<file path="config.mk">
export PLATFORM = sky130hd
export DESIGN_NAME = twos_to_float_seq
export DESIGN_NICKNAME = d
export VERILOG_FILES = /design/src/rtl/twos_to_float_seq.sv
export SDC_FILE = /design/constraint.sdc
export NUM_CORES = 1
export LEC_CHECK = 0
export CORE_MARGIN = 2
export CORE_UTILIZATION = 55
export DETAILED_ROUTE_END_ITERATION = 16
export GPL_ROUTABILITY_DRIVEN = 0
export HOLD_SLACK_MARGIN = 0.06
export PLACE_DENSITY = 0.89
export SETUP_SLACK_MARGIN = 0.1
export SLEW_MARGIN = 20
export SYNTH_ARGS = -nofsm -noshare
export SYNTH_HDL_FRONTEND = slang
export SYNTH_SLANG_ARGS = --single-unit
</file>
<file path="constraint.sdc">
create_clock -name clk -period 3 [get_ports clk]
set_clock_uncertainty 0.05 [all_clocks]
set_input_delay 0.45 -clock clk [delete_from_list [all_inputs] [get_ports clk]]
set_output_delay 0.45 -clock clk [all_outputs]
set_load 0.05 [all_outputs]
</file>
<file path="src/rtl/twos_to_float_seq.sv">
// Sequential two's-complement to compact float converter.
// A W-bit sample is normalised with one left shift per cycle, then rounded
// (or truncated) into a sign/exponent/fraction triple held on a valid/ready
// output. Optional feature macro: T2F_ROUND_EN selects round-half-up;
// when undefined the fraction is truncated.
module twos_to_float_seq #(
  parameter int unsigned W = 12,
  parameter int unsigned E = 3,
  parameter int unsigned F = 4
) (
  input  logic         clk,
  input  logic         rst,
  input  logic         in_valid,
  output logic         in_ready,
  input  logic [W-1:0] d,
  output logic         out_valid,
  input  logic         out_ready,
  output logic         s,
  output logic [E-1:0] e,
  output logic [F-1:0] f,
  output logic         sat
);

  // Magnitude never needs the top bit: |d| is clamped below 2^(W-1).
  localparam int unsigned M      = W - 1;
  localparam logic [E-1:0] E_INIT = E'(W - F - 1);
  localparam logic [E-1:0] E_MAX  = '1;

  typedef enum logic [1:0] {IDLE, NORM, ROUND, DONE} state_t;

  state_t       state, state_d;
  logic [M-1:0] mag, mag_d;
  logic [E-1:0] e_reg, e_reg_d;
  logic         s_reg, s_reg_d;
  logic         sat_reg, sat_reg_d;
  logic         in_ready_d, out_valid_d;
  logic         s_d, sat_d;
  logic [E-1:0] e_d;
  logic [F-1:0] f_d;

  logic [M-1:0] d_neg;
  logic [M-1:0] d_mag;
  logic         d_min;

  logic [F-1:0] frac;
  logic [F-1:0] f_rnd;
  logic [E-1:0] e_rnd;
  logic         sat_rnd;
  logic         unused_low;

  // Absolute value of the incoming sample, clamping the most negative code.
  always_comb begin
    d_neg = ~d[M-1:0] + M'(1);
    d_min = d[W-1] && (d[M-1:0] == '0);
    if (d_min) begin
      d_mag = '1;
    end else if (d[W-1]) begin
      d_mag = d_neg;
    end else begin
      d_mag = d[M-1:0];
    end
  end

  // Fraction extraction and optional round-half-up with carry/saturation.
  always_comb begin
    frac    = mag[M-1 -: F];
    f_rnd   = frac;
    e_rnd   = e_reg;
    sat_rnd = sat_reg;
`ifdef T2F_ROUND_EN
    if (mag[M-1-F] && (frac == '1)) begin
      if (e_reg == E_MAX) begin
        e_rnd   = E_MAX;
        f_rnd   = '1;
        sat_rnd = 1'b1;
      end else begin
        e_rnd        = e_reg + E'(1);
        f_rnd        = '0;
        f_rnd[F-1]   = 1'b1;
      end
    end else begin
      f_rnd = frac + F'(mag[M-1-F]);
    end
`endif
  end

  // Bits below the kept fraction are discarded by design.
  assign unused_low = ^mag[M-1-F:0];

  // Next-state and registered-output logic.
  always_comb begin
    state_d     = state;
    mag_d       = mag;
    e_reg_d     = e_reg;
    s_reg_d     = s_reg;
    sat_reg_d   = sat_reg;
    out_valid_d = out_valid;
    s_d         = s;
    e_d         = e;
    f_d         = f;
    sat_d       = sat;
    unique case (state)
      IDLE: begin
        if (in_valid && in_ready) begin
          s_reg_d   = d[W-1];
          mag_d     = d_mag;
          e_reg_d   = E_INIT;
          sat_reg_d = d_min;
          state_d   = NORM;
        end
      end
      NORM: begin
        if (mag[M-1] || (e_reg == '0)) begin
          state_d = ROUND;
        end else begin
          mag_d   = {mag[M-2:0], 1'b0};
          e_reg_d = e_reg - E'(1);
        end
      end
      ROUND: begin
        s_d     = s_reg;
        e_d     = e_rnd;
        f_d     = f_rnd;
        sat_d   = sat_rnd;
        state_d = DONE;
      end
      DONE: begin
        if (!out_valid) begin
          out_valid_d = 1'b1;
        end else if (out_ready) begin
          out_valid_d = 1'b0;
          state_d     = IDLE;
        end
      end
      default: state_d = IDLE;
    endcase
    in_ready_d = (state_d == IDLE);
  end

  // State and datapath registers.
  always_ff @(posedge clk or posedge rst) begin
    if (rst) begin
      state     <= IDLE;
      mag       <= '0;
      e_reg     <= '0;
      s_reg     <= 1'b0;
      sat_reg   <= 1'b0;
      in_ready  <= 1'b1;
      out_valid <= 1'b0;
      s         <= 1'b0;
      e         <= '0;
      f         <= '0;
      sat       <= 1'b0;
    end else begin
      state     <= state_d;
      mag       <= mag_d;
      e_reg     <= e_reg_d;
      s_reg     <= s_reg_d;
      sat_reg   <= sat_reg_d;
      in_ready  <= in_ready_d;
      out_valid <= out_valid_d;
      s         <= s_d;
      e         <= e_d;
      f         <= f_d;
      sat       <= sat_d;
    end
  end

endmodule

</file>
==> impl_metrics.json <==
{
  "async_flop_share_pct": 100,
  "layout_setup_ws_ns": 0.666,
  "grt_first_pass_wirelength_mm": 5.45,
  "relSlewSlack_pct": 48.3,
  "post_drt_wl_per_cell_um": 14.9,
  "dr.pass1.iters": 4,
  "crit_family": "simple AND/OR/NAND/NOR gates",
  "run_status": "completed",
  "cts_resized": 0,
  "ff2ff_path_depth": 7,
  "drive_gt1_share_pct": 14.3,
  "synth_nets": 170,
  "place_area_mm2": 0.00181,
  "r2r_start": "e_reg[0]",
  "synth_enable_flop_cells": 0,
  "crit_end": "mag[6]",
  "core-area_mm2": 0.00254,
  "r2r-end": "mag[6]",
  "path_class": "in -> reg",
  "htree_levels": 2,
  "post_cts_buffers": 0,
  "synth.distinct_cells": 40,
  "antenna_found_initial": 0,
  "routed_wl_mm": 3.15,
  "cp.arrival_ns": 2.50,
  "overflow": 0,
  "design_area_mm2": 0.00186,
  "slowest_delay_ns": 0.51,
  "yosysMostFrequentCell": "dfrtp_1",
  "grt_pass1_vias": 1243,
  "dp_hpwl_mm": 2.45,
  "die_y_um": 56.3,
  "cts_buffers": 5,
  "power.density_mw_per_mm2": 979,
  "insertion_delay_ns": 0.33,
  "nets": 200,
  "syn_area_mm2": 0.00151,
  "cts_tree": "yes",
  "cp_slowest_cell": "or3b_2",
  "viasPerCell": 5.90,
  "vias": 1251,
  "crit_buf_inv": 2,
  "final-setup-viol-count": 0,
  "fmaxAchievable_mhz": 429,
  "rsz0062_at_grt": "false",
  "diodes": 0,
  "synthCells": 151,
  "crit_required_ns": 3.16,
  "layout_min_cycle_time_ns": 2.33,
  "crit_chain": "clkdlybuf4s50_1 > inv_1 > ha_1 > or3b_2 > nor4_4 > nor3_2 > a211oi_1",
  "synthFlopType": "dfrtp_1",
  "end_kind": "register",
  "preCtsSetupSlack_ns": 0.290,
  "holdWs_ns": 0.417,
  "drv_cap": 0,
  "r2r_slack_ns": 0.83,
  "path_depth": 7,
  "drv_slew": 0,
  "clockBufferDepth": 2,
  "finalSetupTns_ns": 0,
  "grt_max_degree": 30,
  "peakVddDrop_mv": 0.804,
  "critPathLaunchType": "input pin",
  "hold_path_class": "in -> async",
  "port_buffers": 26,
  "worst_pin_slew_ns": 0.770,
  "die_area_mm2": 0.00317,
  "grt_usage_pct": 21.9,
  "synth_common_cells": "dfrtp_1, o21ai_0, nand2_1, nor2_1, inv_1",
  "io_pins": 27,
  "hold_viol": 0,
  "antenna_left": 0,
  "rows": 18,
  "drcViolationCount": 0,
  "yosys_warnings": 0,
  "clk_pin_slew_ns": 0.09,
  "leakage_nw": 0.798,
  "syn_to_final_growth_pct": 23.5,
  "holdBufCountCts": 0,
  "initial_utilization_pct": 59.1,
  "syn_avg_cell_area_um2": 9.97,
  "period_share_pct": 77.8,
  "timing.critical_path.from": "d[1]",
  "synth-seq-cells": 29,
  "largest_reg_flops": 11,
  "yosysTopAreaCellShare_pct": 46.6,
  "seq_area_frac_synth_pct": 48.3,
  "initialDrtViolationCount": 37,
  "yosysTopAreaCell": "dfrtp_1",
  "synth_area_leaders": "dfrtp_1, o21ai_0, mux2_2",
  "dieWidth_um": 56.3,
  "cts_root_buf": "clkbuf_4",
  "cts_sinks": 29,
  "worstPathMaxFanout": 8
}
[through the flow]
step / util [%] / total power, mW / cells
finish: 73.1 / 1.82 / 212
global route: 73.1 / 1.94 / 212
CTS: 73.1 / 1.83 / 212
detailed placement: 71.1 / 1.61 / 204
global placement: 70.9 / 1.56 / 204
floorplan: - / 1.32 / 151
[cell type report]
cell class,count,area [um2]
Timing Repair Buffer,30,290
Inverter,8,30.0
Sequential cell,29,727
Fill cell,189,686
Multi-Input combinational cell,107,726
Clock buffer,8,48.8
Tap cell,30,37.5
[per-layer routing]
metal  vias to the layer above  global-route usage [%]  part of all wire, %
met5                         -                       0                    0
met4                         0                    9.18                  1.9
met3                         7                    5.53                  4.5
met2                        34                    38.7                   52
met1                       610                    24.9                   42
li1                        600                       -                    -
[layout by cell type (no fill, tap or decap), types with 2 or more instances in the layout]
| master | n |
|---|---|
| dfrtp_1 | 28 |
| o31ai_1 | 3 |
| mux2_2 | 7 |
| nor4_1 | 2 |
| nor2b_1 | 2 |
| nand2_1 | 11 |
| a31oi_1 | 2 |
| nor3_1 | 7 |
| clkdlybuf4s50_1 | 26 |
| clkbuf_1 | 3 |
| inv_1 | 8 |
| ha_1 | 3 |
| a211oi_1 | 4 |
| o21ai_0 | 17 |
| clkbuf_4 | 5 |
| buf_4 | 4 |
| xnor2_1 | 4 |
| or3b_2 | 2 |
| nand2b_1 | 4 |
| a21oi_1 | 6 |
| nor2_1 | 11 |
| xor2_1 | 2 |
[worst min path at each step]
stage | from | end | slack, ns | depth (start not counted)
finish | rst | out_valid | 0.42 | 3
global placement | e[2] | e[2] | 0.41 | 2
global route | e_reg[0] | e_reg[0] | 0.46 | 1
detailed placement | mag[2] | mag[2] | 0.41 | 2
CTS | rst | out_valid | 0.43 | 3
floorplan | mag[0] | mag[0] | 0.39 | 2
[logic make-up (layout without fill, tap and decap cells)]
kind of cell             count (synthesis)  after routing  share of synthesized area [%]
AND/OR/NAND/NOR                         48             48                           18.2
adder cells (fa/ha/maj)                  3              3                           2.49
flip-flops                              29             29                           48.3
AO/OA/AOI/OAI                           42             42                           17.8
buffers and inverters                   15             46                           3.82
multiplexers                             8              8                           5.90
XOR/XNOR                                 6              6                           3.49
[where the power goes]
part	switching (mW)	total, mW	internal [mW]
clock	0.129	0.223	0.0932
combinational	0.559	0.907	0.348
sequential	0.118	0.690	0.572
[worst register-to-register path: cells and delay by family, from the launching register on]
family / cells / cell delay, ns
compound gates: 2 / 0.93
flops: 1 / 0.40
fa+ha+maj: 2 / 0.35
simple gates: 2 / 0.25
buf+inv: 1 / 0.08
Power figures use the tool's default switching activity.
==> RTL edit, RTL diff (same flow settings) <==
Make the reset (`rst`) synchronous in one clocked block.
--- a/src/rtl/twos_to_float_seq.sv
+++ b/src/rtl/twos_to_float_seq.sv
@@ -139,5 +139,5 @@
 
   // State and datapath registers.
-  always_ff @(posedge clk or posedge rst) begin
+  always_ff @(posedge clk) begin
     if (rst) begin
       state     <= IDLE;
Formal check against the unedited RTL: differs if rst is asserted again (counterexample within 4 cycles, from zero or initial values and one cycle with rst high); with rst held inactive, the same outputs for 10 cycles.
==> RTL edit against the original RTL <==
- utilization fell by 3.8 points
- first-iteration DRC count fell by 14%
- area after synthesis fell by 7.0%
- routed wire length fell by 1.0%
- total power fell by 17%
- largest power group unchanged
- fmax rose by 8.0%
- sequential cell count did not move
- setup slack improved by 0.17 ns
- largest cell class is now multi-input combinational cells
- final area fell by 8.6%
==> RTL edit: results (changes against the original RTL) <==
Synthesis
  – Syn nets: 174 (+2.4%)
  – Main area contributors after synthesis: dfxtp_1 (41%), a211oi_2 (8.0%), nand2_1 (6.7%), a21oi_1 (5.0%), xor2_1 (4.4%)
  – Synth Flop Type: dfxtp_1
  – Async SR Flop Fraction: 0 (-1.00)
  – Seq/Total Area, Yosys: 0.415 (-0.0683)
  – Post-synth top cells: dfxtp_1 (29), nand2_1 (25), a21oi_1 (14)
  – Cells after synthesis: 155 (+2.6%)
  – Synth cell types: 35 (-13%)

Pwr
  – Leakage: 0.613 nW (-23%)
  – Worst VDD drop: 817 µV (+1.6%)

Layout
  – Layout Nets: 198 (-1.0%)
  – Filler cells: 196 (+3.7%)
  – Max reg flops: 11 (unchanged)
  – Layout cells sized above 1: 0.128 (-0.0151)
  – Final std cells w/o fill: 210 (-0.94%)

Worst setup path
  – Crit path launch: e_reg[0]
  – Worst-path fanout max: 11 (+3)
  – Slowest stage cell, crit path: or4b_4
  – Critical path's largest stage delay: 0.58 ns (+0.07 ns)
  – Worst path top cell family by delay: simple AND/OR/NAND/NOR gates
  – WP data arrival: 2.35 ns (-0.15 ns)

GRT
  – All-Layer GR Usage: 0.240 (+0.0212)
  – First-pass GRT wire length: 5.02 mm (-8.0%)
  – Vias in the first global route: 1186 (-4.6%)

Routing
  – Avg WL per Cell: 14.8 µm (-0.11%)
  – Initial DRC count: 32 (-14%)
  – DR vias: 1217 (-2.7%)

Timing
  – WHS: 0.410 ns (-0.00697 ns)
  – Worst slew pin tran: 0.626 ns (-0.144 ns)

Clocking
  – Post-CTS sizing: 0 (unchanged)
  – H-tree levels: 2 (unchanged)

Hold path
  – Hold WC Path Type: reg2reg

Placed design
  – Post-DP Area: 1650 µm² (-9.0%)

Outcome
  – Outcome: completed
-- RTL edit: cell types whose count changed in the layout (fill, tap and decap cells not counted), moves of 9 or more --
cell,delta
dfxtp_1,+29
dfrtp_1,-28
nand2_1,+14
o21ai_0,-12
o22ai_1,+9
-- RTL edit: path summary, 6_finish.rpt --
| path | depth (start not counted) | endpoint |
|---|---|---|
| worst max-delay path | 7 | mag[1] |
| worst min register to register | 2 | e[2] |
| worst max register to register | 7 | mag[1] |
| worst min-delay path | 2 | e[2] |
-- RTL edit: layout make-up --
cell class                      instances  share of cell area
Tap cell                               30              0.0221
Clock buffer                            6              0.0243
Inverter                                7              0.0155
Timing Repair Buffer                   28               0.162
Sequential cell                        29               0.342
Multi-Input combinational cell        108               0.429
Clock inverter                          2             0.00589
-- RTL edit: worst register-to-register path, delay by kind of cell, from the launching register on --
kind                     cells  cell delay, ns
AND/OR/NAND/NOR              2            0.81
adder cells (fa/ha/maj)      2            0.41
flip-flops                   1            0.39
AO/OA/AOI/OAI                2            0.36
buffers and inverters        1            0.06
-- RTL edit: logic make-up after synthesis --
logic type	Yosys count	share of synthesized area
buffers and inverters	18	0.0652
AO/OA/AOI/OAI	49	0.255
XOR/XNOR	8	0.0500
multiplexers	1	0.00715
flip-flops	29	0.415
AND/OR/NAND/NOR	47	0.181
adder cells (fa/ha/maj)	3	0.0268
-- RTL edit: layer usage --
metal,vias up,GRT usage,wire [µm]
met1,576,0.261,1250
met4,0,0.121,46
met5,-,0,0
met2,38,0.418,1650
li1,598,-,-
met3,5,0.0738,175
-- RTL edit: through the flow --
| stage | worst slack [ns] | util |
|---|---|---|
| 3_3_place_gp | 0.770 | 0.671 |
| 4_1_cts | 0.846 | 0.692 |
| 3_5_place_dp | 0.609 | 0.671 |
| 5_1_grt | 0.687 | 0.692 |
| 6_report | 0.840 | 0.692 |
| 2_1_floorplan | 1.12 | - |
-- RTL edit: power by group --
group / internal [mW] / switching [mW]
clock: 0.0891 / 0.136
sequential: 0.518 / 0.108
combinational: 0.267 / 0.388
total: 0.874 / 0.633
